File: config.mk
export PLATFORM = sky130hd
export DESIGN_NAME = prog_loader
export DESIGN_NICKNAME = d
export VERILOG_FILES = /design/src/rtl/prog_loader.sv
export SDC_FILE = /design/constraint.sdc
export NUM_CORES = 1
export LEC_CHECK = 0
export CAP_MARGIN = 30
export CORE_MARGIN = 2
export CORE_UTILIZATION = 30
export CTS_CLUSTER_DIAMETER = 120
export DETAILED_ROUTE_END_ITERATION = 10
export SLEW_MARGIN = 5
export SYNTH_ARGS = -nofsm -noshare
export SYNTH_HDL_FRONTEND = slang
export SYNTH_SLANG_ARGS = --single-unit
File: constraint.sdc
create_clock -name clk -period 2.1 [get_ports clk]
set_input_delay 0.42 -clock clk [delete_from_list [all_inputs] [get_ports clk]]
set_output_delay 0.42 -clock clk [all_outputs]
set_load 0.02 [all_outputs]
File: src/rtl/prog_loader.sv
// Program loader: assembles a byte stream into instruction words, writes them to
// memory from address 0, and releases the CPU once the declared length is loaded.
module prog_loader #(
    parameter int unsigned INSTR_SIZE   = 16,
    parameter int unsigned ADDR_SIZE    = 5,
    parameter int unsigned PROGRAM_SIZE = 16,
    parameter int unsigned BYTE_W       = 8
) (
    input  logic                          clk,
    input  logic                          rst,
    input  logic                          start,
    input  logic                          abort,
    input  logic [BYTE_W-1:0]             in_data,
    input  logic                          in_valid,
    output logic                          in_ready,
    output logic                          wr_en,
    output logic [ADDR_SIZE-1:0]          wr_addr,
    output logic [INSTR_SIZE-1:0]         wr_data,
    output logic                          cpu_run,
    output logic                          done,
    output logic                          err,
    output logic [$clog2(PROGRAM_SIZE):0] words_loaded
);

    localparam int unsigned NB    = (INSTR_SIZE + BYTE_W - 1) / BYTE_W;
    localparam int unsigned ASM_W = NB * BYTE_W;
    localparam int unsigned BC_W  = $clog2(NB + 1);
    localparam int unsigned CNT_W = $clog2(PROGRAM_SIZE) + 1;

    typedef enum logic [2:0] {
        S_IDLE,
        S_HDR,
        S_LOAD,
        S_WRITE,
        S_RUN,
        S_ERROR
    } state_t;

    state_t                state_q, state_d;
    logic [BC_W-1:0]       bcnt_q, bcnt_d;
    logic [ASM_W-1:0]      asm_q, asm_d;
    logic [CNT_W-1:0]      len_q, len_d;
    logic [CNT_W-1:0]      cnt_q, cnt_d;
    logic                  err_q, err_d;
    logic                  done_q, done_d;
    logic                  in_ready_q, in_ready_d;
    logic                  wr_en_q, wr_en_d;
    logic                  cpu_run_q, cpu_run_d;
    logic [ADDR_SIZE-1:0]  wr_addr_q, wr_addr_d;
    logic [INSTR_SIZE-1:0] wr_data_q, wr_data_d;

    logic                  xfer_c;
    logic                  last_byte_c;
    logic [ASM_W-1:0]      asm_shift_c;
    logic [INSTR_SIZE-1:0] word_c;

    // New byte enters at the LSB end; bits pushed past ASM_W are dropped.
    assign xfer_c      = in_valid && in_ready_q;
    assign last_byte_c = (bcnt_q == BC_W'(NB - 1));
    assign asm_shift_c = ASM_W'({asm_q, in_data});
    assign word_c      = asm_shift_c[INSTR_SIZE-1:0];

    always_comb begin
        state_d   = state_q;
        bcnt_d    = bcnt_q;
        asm_d     = asm_q;
        len_d     = len_q;
        cnt_d     = cnt_q;
        err_d     = err_q;
        done_d    = 1'b0;
        wr_addr_d = wr_addr_q;
        wr_data_d = wr_data_q;

        if (abort) begin
            state_d = S_IDLE;
            bcnt_d  = '0;
            asm_d   = '0;
        end else begin
            unique case (state_q)
                S_IDLE, S_RUN, S_ERROR: begin
                    if (start) begin
                        state_d = S_HDR;
                        err_d   = 1'b0;
                        cnt_d   = '0;
                        bcnt_d  = '0;
                        asm_d   = '0;
                    end
                end
                S_HDR: begin
                    if (xfer_c) begin
                        asm_d = asm_shift_c;
                        if (last_byte_c) begin
                            bcnt_d = '0;
                            if (word_c == '0 || word_c > INSTR_SIZE'(PROGRAM_SIZE)) begin
                                state_d = S_ERROR;
                                err_d   = 1'b1;
                            end else begin
                                len_d   = CNT_W'(word_c);
                                state_d = S_LOAD;
                            end
                        end else begin
                            bcnt_d = bcnt_q + BC_W'(1);
                        end
                    end
                end
                S_LOAD: begin
                    if (xfer_c) begin
                        asm_d = asm_shift_c;
                        if (last_byte_c) begin
                            bcnt_d    = '0;
                            wr_data_d = word_c;
                            wr_addr_d = ADDR_SIZE'(cnt_q);
                            state_d   = S_WRITE;
                        end else begin
                            bcnt_d = bcnt_q + BC_W'(1);
                        end
                    end
                end
                S_WRITE: begin
                    cnt_d = cnt_q + CNT_W'(1);
                    if (cnt_d == len_q) begin
                        state_d = S_RUN;
                        done_d  = 1'b1;
                    end else begin
                        state_d = S_LOAD;
                    end
                end
                default: state_d = S_IDLE;
            endcase
        end

        // Strobes are registered from the next state so they line up with it.
        in_ready_d = (state_d == S_HDR) || (state_d == S_LOAD);
        wr_en_d    = (state_d == S_WRITE);
        cpu_run_d  = (state_d == S_RUN);
    end

    always_ff @(posedge clk or posedge rst) begin
        if (rst) begin
            state_q    <= S_IDLE;
            bcnt_q     <= '0;
            asm_q      <= '0;
            len_q      <= '0;
            cnt_q      <= '0;
            err_q      <= 1'b0;
            done_q     <= 1'b0;
            in_ready_q <= 1'b0;
            wr_en_q    <= 1'b0;
            cpu_run_q  <= 1'b0;
            wr_addr_q  <= '0;
            wr_data_q  <= '0;
        end else begin
            state_q    <= state_d;
            bcnt_q     <= bcnt_d;
            asm_q      <= asm_d;
            len_q      <= len_d;
            cnt_q      <= cnt_d;
            err_q      <= err_d;
            done_q     <= done_d;
            in_ready_q <= in_ready_d;
            wr_en_q    <= wr_en_d;
            cpu_run_q  <= cpu_run_d;
            wr_addr_q  <= wr_addr_d;
            wr_data_q  <= wr_data_d;
        end
    end

    assign in_ready     = in_ready_q;
    assign wr_en        = wr_en_q;
    assign wr_addr      = wr_addr_q;
    assign wr_data      = wr_data_q;
    assign cpu_run      = cpu_run_q;
    assign done         = done_q;
    assign err          = err_q;
    assign words_loaded = cnt_q;

endmodule

Yosys cells after proc, flatten, opt, wreduce, memory -nomap -nowiden
Cells that the tools add are included.
{"block": "classes", "bitwise_logic": 2, "mux": 28, "n_reduce_logical": 15, "eq_ne": 17, "order_cmp": 1, "n_addsub": 2}
{"op": "3-bit two-way mux", "count": 8}
{"op": "8-bit two-way mux", "count": 3}
{"op": "16-bit by 5-bit > comparator with 1-bit output, second input constant", "count": 1}
{"op": "16-bit logical NOT", "count": 1}
{"op": "8-bit one-hot mux with 2 select lines", "count": 1}
{"op": "3-bit by 2-bit equality test with 1-bit output, second input constant", "count": 4}
{"op": "3-bit one-hot mux with 4 select lines", "count": 1}
{"op": "5-bit one-hot mux with 2 select lines", "count": 1}
{"op": "3-bit equality test, second input constant", "count": 3}
{"op": "2-bit two-way mux", "count": 4}
{"op": "2-bit != test, second input constant", "count": 4}
{"op": "1-bit two-way mux", "count": 7}
{"op": "3-bit by 1-bit equality test with 1-bit output, second input constant", "count": 2}
{"op": "3-bit AND reduction", "count": 2}
{"op": "6-bit AND reduction", "count": 1}
{"op": "5-bit by 1-bit adder with 5-bit output, second input constant", "count": 1}
{"op": "5-bit equality test", "count": 1}
{"op": "5-bit two-way mux", "count": 1}
{"op": "5-bit AND reduction", "count": 1}
{"op": "2-bit one-hot mux with 2 select lines", "count": 1}
{"op": "4-bit AND reduction", "count": 1}
{"op": "2-bit nonzero test", "count": 2}
{"op": "3-bit logical NOT", "count": 1}
{"op": "3-bit by 1-bit != test with 1-bit output, second input constant", "count": 1}
{"op": "other kinds (10)", "count": 12}
{"block": "word_totals", "elab_cells": 77, "out_inout_bits": 31, "regBits": 49, "in_bits": 13}

Depth between registers and ports, before layout
Gate-level depths: netlist (run 1).
{"block": "logic_depth", "depth_word": 9, "ltp_mapped": 7, "ltp_nobuf": 6}

Worst setup path after synthesis (run 1)
No wires, ideal clock.
{"block": "synth_path", "path_kind": "register to register", "from": "reg cnt_q[0], in the netlist words_loaded[0]", "to": "reg state_q[1]", "required_ns": 1.976, "period_less_slack_ns": 1.985, "setup_slack_ns": 0.115, "setup_ns": 0.124, "n_path_buf": 0, "arrival_ns": 1.860, "stages_incl_launch_ff": 7, "path_cell_list": "dfrtp_1 ha_1 nor2b_1 or3_1 a311oi_2 a21oi_1 or2_1"}
{"block": "synth_via", "elab_chain_cells": 5}
{"element": "start: declaration", "line_no": "43", "rtl": "logic [CNT_W-1:0] cnt_q, cnt_d;"}
{"element": "start signal: assignment", "line_no": "157", "rtl": "cnt_q <= cnt_d;"}
{"element": "5-bit by 1-bit adder with 5-bit output", "line_no": "120", "rtl": "cnt_d = cnt_q + CNT_W'(1);"}
{"element": "5-bit equality test", "line_no": "121", "rtl": "if (cnt_d == len_q) begin"}
{"element": "3-bit two-way mux", "line_no": "121"}
{"element": "3-bit one-hot mux with 4 select lines", "line_no": "79", "rtl": "unique case (state_q)"}
{"element": "3-bit two-way mux", "line_no": "74", "rtl": "if (abort) begin"}
{"element": "via state_d[1]", "line_no": "39", "rtl": "state_t state_q, state_d;"}
{"element": "end signal: assignment", "line_no": "153", "rtl": "state_q <= state_d;"}
{"element": "end: declaration", "line_no": "39"}
The timed path passes the listed nets, and every way through them passes these cells.
A chain may end at the register's enable or synchronous reset.

Worst setup path in the final report (run 1)
Same ends and word-level chain as after synthesis.

==> load_flow_metrics.sql, run 1 <==
INSERT INTO impl_metrics (metric_group, metric, value, unit) VALUES
('timing', 'slew-limit-headroom', '61.3', '%'),
('timing', 'clock-skew-final', '14.3', 'ps'),
('cts', 'tritoncts_clock_tree', 'built', ''),
('cts', 'root_buffer', 'sky130_fd_sc_hd__clkbuf_8', ''),
('synth', 'share_of_the_synthesized_netlist_area_taken_by_xor_and_xnor_gates', '3.09', '%'),
('critical_path', 'crit_path_cell_trace', 'ha_1, nor2b_1, or3_1, a311oi_2, a21oi_1, or2_1', ''),
('synth', 'ys_types', '48', ''),
('timing', 'worst_slew_pin_slew', '579', 'ps'),
('timing', 'timing_max_transition_violations_final', '0', ''),
('placement', 'place.gp.congestion', '0.757', ''),
('synth', 'post_synth_inst_count', '184', ''),
('critical_path', 'arrival', '2170', 'ps'),
('synth', 'synth.avg_cell_area', '12.3', 'µm²'),
('placement', 'port_buffers', '43', ''),
('power', 'vdd.ir_drop.worst', '0.297', 'mV'),
('layout', 'finish.net_count', '260', ''),
('timing', 'setup_violations', '0', ''),
('synth', 'ys.warnings.count', '0', ''),
('synth', 'synth_top_area_cell', 'sky130_fd_sc_hd__dfrtp_1', ''),
('global_routing', 'grt_start_max_net_pins', '50', ''),
('detailed_routing', 'ant_nets', '0', ''),
('min_path', 'min_path_type', 'input pin to asynchronous set/reset pin', ''),
('cts', 'cts_made_buffers', '5', ''),
('cts', 'clk_latency', '310', 'ps'),
('cts', 'cts_sinks', '49', ''),
('synth', 'synth_top_flop_cell', 'sky130_fd_sc_hd__dfrtp_1', ''),
('synth', 'post_synth_mux_area_share', '15.1', '%'),
('floorplan', 'ioPinCount', '44', ''),
('detailed_routing', 'route.detailed.drc', '0', ''),
('layout', 'layout.core_utilization', '41.9', '%'),
('layout', 'fillCellCount', '707', ''),
('global_routing', 'via_count_of_the_first_global_routing_pass', '1632', ''),
('critical_path', 'timing_worst_setup_path_type', 'flop to flop', ''),
('critical_path', 'cp-start-kind', 'flop', ''),
('critical_path', 'crit_start', 'words_loaded[0]', ''),
('placement', 'dpl_worst_slack', '-132', 'ps'),
('global_routing', 'gr-usage-all-layers', '12.4', '%'),
('timing', 'final_hold_viol_count', '0', ''),
('floorplan', 'coreArea', '7290', 'µm²'),
('global_routing', 'grt_first_pass_wirelength', '8.20', 'mm'),
('placement', 'hpwl', '3.61', 'mm'),
('detailed_routing', 'dr.first_iter.drc_count', '70', ''),
('synth', 'synth-async-reset-ratio', '100', '%'),
('timing', 'fmax', '0.507', 'GHz'),
('synth', 'synth_seq_cells', '49', ''),
('timing', 'postLayoutSetupSlackWorst', '127', 'ps'),
('floorplan', 'die_h', '91.0', 'µm'),
('critical_path', 'largest_stage_delay_on_the_critical_path', '400', 'ps'),
('cts', 'clock_path_buffers', '2', ''),
('detailed_routing', 'firstDrtPassIters', '4', ''),
('synth', 'synth_edf_count', '0', ''),
('synth', 'simple_gate_fraction_of_synth_area', '12.5', '%'),
('synth', 'compound_gate_fraction_of_synth_area', '11.0', '%'),
('layout', 'layout-area-overhead-vs-synth', '34.5', '%'),
('run_status', 'status', 'completed', ''),
('timing', 'final.period_utilization', '93.9', '%'),
('detailed_routing', 'routed-via-count', '1619', ''),
('floorplan', 'initial_utilization', '31.1', '%'),
('synth', 'synth-adder-area-share', '0.551', '%'),
('cts', 'clk_pin_slew_worst_paths', '110', 'ps'),
('floorplan', 'die_w', '91.0', 'µm'),
('critical_path', 'worstPathRequired', '2300', 'ps'),
('detailed_routing', 'viasPerCell', '4.68', ''),
('cts', 'ctsHoldBuffers', '0', ''),
('power', 'power.leakage', '1.41', 'nW'),
('cts', 'ctsHtreeMaxLevel', '2', ''),
('timing', 'setup_repair_after_global_routing_missed_its_margin', 'false', ''),
('critical_path', 'origin_of_the_critical_flop_to_flop_path', 'words_loaded[0]', ''),
('synth', 'post-synth-top-area-fraction', '54.0', '%'),
('global_routing', 'antenna_found_initial', '0', ''),
('run', 'max-cap-violations', '0', '');
==> power breakdown <==
group,internal [mW],switching [mW]
clock network,0.365,0.343
registers,0.956,0.0149
logic,0.0781,0.0849
==> Yosys cell counts, drive strengths merged, types with 3 or more instances <==
master and count:
dfrtp 49, mux2 27, a21oi 10, nand2 10, nor2 10, buf 9, a22o 8, xnor2 6
inv 5, o21ai 5, nor4 4, a311oi 3, nand3 3, nor2b 3, nor3 3
==> worst max-delay path, delay by kind of cell (launching register included) <==
| kind | cells | cell delay (ps) |
|---|---|---|
| fa+ha+maj | 1 | 240 |
| flops | 1 | 390 |
| simple gates | 3 | 710 |
| compound gates | 2 | 530 |
==> sequential cells by signal, indices dropped and copies added (netlist names) <==
signal        count
asm_q             8
bcnt_q            2
cpu_run           1
done              1
err               1
in_ready          1
len_q             5
state_q           3
words_loaded      5
wr_addr           5
wr_data          16
wr_en             1
==> metrics by stage <==
stage / hold WS, ps / total power, mW / instance area [µm²] / instances / TNS [ps]
after floorplan: 449 / 1.06 / 2270 / 184 / 0
after global placement: 466 / 1.15 / 2940 / 338 / -1900
after detailed placement: 471 / 1.15 / 2940 / 338 / -2170
after CTS: 465 / 1.86 / 3050 / 346 / 0
after global routing: 459 / 1.92 / 3050 / 346 / 0
final: 436 / 1.84 / 3050 / 346 / 0
==> final timing paths <==
check,depth (start not counted),end
max,6,state_q[1]
min,3,wr_data[10]
max reg2reg,6,state_q[1]
min reg2reg,1,bcnt_q[1]
max in group asynchronous,3,words_loaded[2]
min in group clk,1,bcnt_q[1]
==> cell families (layout without fill, tap and decap cells) <==
logic type | after synthesis | in the layout
adder cells (fa/ha/maj) | 1 | 1
flip-flops | 49 | 49
multiplexers | 29 | 29
AND/OR/NAND/NOR | 47 | 47
XOR/XNOR | 8 | 8
buffers and inverters | 15 | 78
AO/OA/AOI/OAI | 35 | 35
==> routing by layer <==
layer	GRT usage, %	vias to the layer above	share of wire, %
met5	0	-	0
met4	4.55	0	1.5
met3	1.83	6	2.1
met2	20.1	21	49
met1	16.9	805	48
li1	-	787	-
==> layout by cell type (no fill, tap or decap), types with 2 or more instances in the layout <==
cell                              netlist  layout
sky130_fd_sc_hd__a21oi_1               10      10
sky130_fd_sc_hd__a22o_1                 8       8
sky130_fd_sc_hd__a311oi_1               2       2
sky130_fd_sc_hd__and3_1                 2       2
sky130_fd_sc_hd__buf_4                  0      21
sky130_fd_sc_hd__clkbuf_8               0       5
sky130_fd_sc_hd__clkdlybuf4s50_1        0      43
sky130_fd_sc_hd__dfrtp_1               49      49
sky130_fd_sc_hd__inv_1                  5       4
sky130_fd_sc_hd__mux2_1                21      21
sky130_fd_sc_hd__mux2_4                 5       5
sky130_fd_sc_hd__mux2i_1                2       2
sky130_fd_sc_hd__nand2_1               10      10
sky130_fd_sc_hd__nand3_1                3       3
sky130_fd_sc_hd__nand3b_1               2       2
sky130_fd_sc_hd__nor2_1                 9       9
sky130_fd_sc_hd__nor2b_1                3       3
sky130_fd_sc_hd__nor3_1                 3       3
sky130_fd_sc_hd__nor4_1                 2       2
sky130_fd_sc_hd__o21ai_1                4       4
sky130_fd_sc_hd__xnor2_1                6       6
sky130_fd_sc_hd__xor2_1                 2       2
==> layout make-up <==
type	instances	area [µm²]	share of cell area [%]
multi-input combinational	120	958	31.4
tap	99	124	4.06
inverter	5	18.8	0.615
clock inverter	3	50.0	1.64
sequential	49	1230	40.1
timing repair buffer	65	608	19.9
clock buffer	5	68.8	2.25
No activity file was read; power rests on OpenSTA's default activity.
==> inputs of run 2 (changes only) <==
- CORE_MARGIN: 2 -> not set
==> load_flow_metrics.sql, run 2 (synthesis gave the netlist of run 1 again) <==
INSERT INTO impl_metrics (metric_group, metric, value, unit) VALUES
('timing', 'worst_slew_pin_slew', '567', 'ps'),
('layout', 'drive_gt1_share', '17.4', '%'),
('critical_path', 'critical_path.max_fanout', '4', ''),
('floorplan', 'initial_utilization', '31.1', '%'),
('placement', 'place.gp.congestion', '0.781', ''),
('layout', 'seqCellArea', '1230', 'µm²'),
('run_status', 'status', 'completed', ''),
('timing', 'final.setup.tns', '0', 'ps'),
('detailed_routing', 'route.detailed.drc', '0', ''),
('floorplan', 'die_w', '89.0', 'µm'),
('critical_path', 'largest_stage_delay_on_the_critical_path', '400', 'ps'),
('placement', 'port_buffers', '43', ''),
('timing', 'slew-limit-headroom', '62.1', '%'),
('detailed_routing', 'ant_nets', '0', ''),
('cts', 'cts_resized', '0', ''),
('floorplan', 'placement_rows', '31', ''),
('run', 'max-cap-violations', '0', ''),
('placement', 'hpwl', '3.66', 'mm'),
('floorplan', 'die_area', '7920', 'µm²'),
('power', 'power.density_cell_area', '606', 'nW/µm²'),
('layout', 'layout-area-overhead-vs-synth', '34.4', '%'),
('detailed_routing', 'finalWirelength', '5.02', 'mm'),
('critical_path', 'critical_path.endpoint_type', 'flop', ''),
('timing', 'fmax', '0.498', 'GHz'),
('cts', 'ctsHoldBuffers', '0', ''),
('cts', 'root_buffer', 'sky130_fd_sc_hd__clkbuf_8', ''),
('critical_path', 'slowest_stage', 'sky130_fd_sc_hd__dfrtp_1', ''),
('cts', 'tritoncts_clock_tree', 'built', ''),
('layout', 'multi_input_gate_area_in_the_final_layout', '958', 'µm²'),
('global_routing', 'grt.overflow.total', '0', ''),
('layout', 'layout.cells.most_common_list', '49 x sky130_fd_sc_hd__dfrtp_1, 43 x sky130_fd_sc_hd__clkdlybuf4s50_1, 21 x sky130_fd_sc_hd__mux2_1, 21 x sky130_fd_sc_hd__buf_4', ''),
('power', 'vdd.ir_drop.worst', '0.241', 'mV'),
('detailed_routing', 'viasPerCell', '4.68', ''),
('layout', 'finish.net_count', '260', ''),
('cts', 'clk_pin_slew_worst_paths', '100', 'ps'),
('critical_path', 'timing_worst_setup_path_type', 'flop to flop', ''),
('cts', 'post-cts-setup-buffer-count', '0', ''),
('global_routing', 'antenna_found_initial', '0', ''),
('critical_path', 'crit_path_cell_trace', 'ha_1, nor2b_1, or3_1, a311oi_2, a21oi_1, or2_1', ''),
('layout', 'flip_flop_count_of_the_largest_register_all_copies_and_words_added', '16', ''),
('layout', 'final_common_cell', 'sky130_fd_sc_hd__dfrtp_1', ''),
('timing', 'setup_repair_after_global_routing_missed_its_margin', 'false', ''),
('timing', 'final.period_utilization', '95.7', '%'),
('cts', 'cts_made_buffers', '5', ''),
('global_routing', 'grt_start_max_net_pins', '50', ''),
('critical_path', 'cp-start-kind', 'flop', ''),
('detailed_routing', 'dr.first_iter.drc_count', '111', ''),
('critical_path', 'path_buf_inv', '0', ''),
('timing', 'setup_violations', '0', ''),
('cts', 'clk_latency', '310', 'ps'),
('global_routing', 'grt_first_pass_wirelength', '8.51', 'mm'),
('detailed_routing', 'wl_per_cell', '14.5', 'µm'),
('cts', 'clock_path_buffers', '2', ''),
('floorplan', 'coreArea', '7290', 'µm²'),
('detailed_routing', 'firstDrtPassIters', '4', ''),
('timing', 'clock-skew-final', '10.7', 'ps'),
('critical_path', 'critical_path.top_delay_family', 'simple AND/OR/NAND/NOR gates', ''),
('floorplan', 'die_h', '89.0', 'µm'),
('layout', 'insertedDiodeCount', '0', ''),
('timing', 'final_hold_viol_count', '0', ''),
('min_path', 'min_path_type', 'input pin to asynchronous set/reset pin', ''),
('timing', 'min_period', '2010', 'ps'),
('power', 'total_power', '1.85', 'mW'),
('cts', 'cts_sinks', '49', ''),
('layout', 'final_instance_count_without_filler_cells', '346', ''),
('layout', 'fillCellCount', '738', ''),
('layout', 'layout.core_utilization', '41.9', '%'),
('power', 'power.leakage', '1.41', 'nW'),
('critical_path', 'arrival', '2200', 'ps'),
('detailed_routing', 'routed-via-count', '1618', ''),
('placement', 'placedCellCount', '338', ''),
('floorplan', 'ioPinCount', '44', ''),
('critical_path', 'worstPathRequired', '2300', 'ps'),
('global_routing', 'gr-usage-all-layers', '14.3', '%'),
('global_routing', 'via_count_of_the_first_global_routing_pass', '1672', ''),
('timing', 'timing_max_transition_violations_final', '0', ''),
('cts', 'ctsHtreeMaxLevel', '2', ''),
('timing', 'hold-worst-slack', '443', 'ps');
==> run 2: cell count changes in the layout (fill, tap and decap cells not counted), sizes merged <==
| cell | delta |
|---|---|
| clkinv | -1 |
| clkinvlp | +1 |
==> run 2: path summary, 6_finish.rpt <==
kind | cells past startpoint | startpoint | slack [ps] | end
max reg2reg | 6 | words_loaded[0] | 90 | state_q[1]
max | 6 | words_loaded[0] | 90 | state_q[1]
min | 3 | rst | 440 | wr_data[8]
min in group clk | 1 | wr_data[11] | 490 | wr_data[11]
min reg2reg | 1 | wr_data[11] | 490 | wr_data[11]
max in group asynchronous | 3 | rst | 1420 | state_q[1]
==> run 2: per-stage QoR <==
step / setup WS (ps) / cell area [µm²]
finish: 90.8 / 3050
global route: 46.0 / 3050
global placement: -108 / 2940
CTS: 105 / 3050
floorplan: 115 / 2270
detailed placement: -113 / 2940
==> run 2: layout make-up <==
class                           instances  share of cell area [%]
Clock inverter                          3                    1.60
Multi-Input combinational cell        120                    31.4
Clock buffer                            5                    2.25
Inverter                                5                   0.615
Timing Repair Buffer                   65                    19.9
Tap cell                               99                    4.06
Sequential cell                        49                    40.2
==> run 2: where the power goes <==
part	internal, mW	total [mW]	switching, mW
Clock	0.363	0.717	0.353
Combinational	0.0781	0.164	0.0860
Sequential	0.956	0.970	0.0144
==> run 2: tightest hold or removal path: cells and delay by family <==
kind	cells	cell delay (ps)
buffers and inverters	3	730
==> run 2: routing by layer <==
| layer | GRT usage, % | part of all wire (%) |
|---|---|---|
| met1 | 20.0 | 49 |
| met2 | 22.4 | 47 |
| met3 | 2.68 | 3.1 |
| met4 | 4.76 | 1.5 |
| met5 | 0 | 0 |
==> inputs of run 3 (changes only) <==
- CORE_MARGIN: not set -> 1
==> results of run 3 <==
Same layout as run 2: the final DEF is identical, and so are final timing and power.
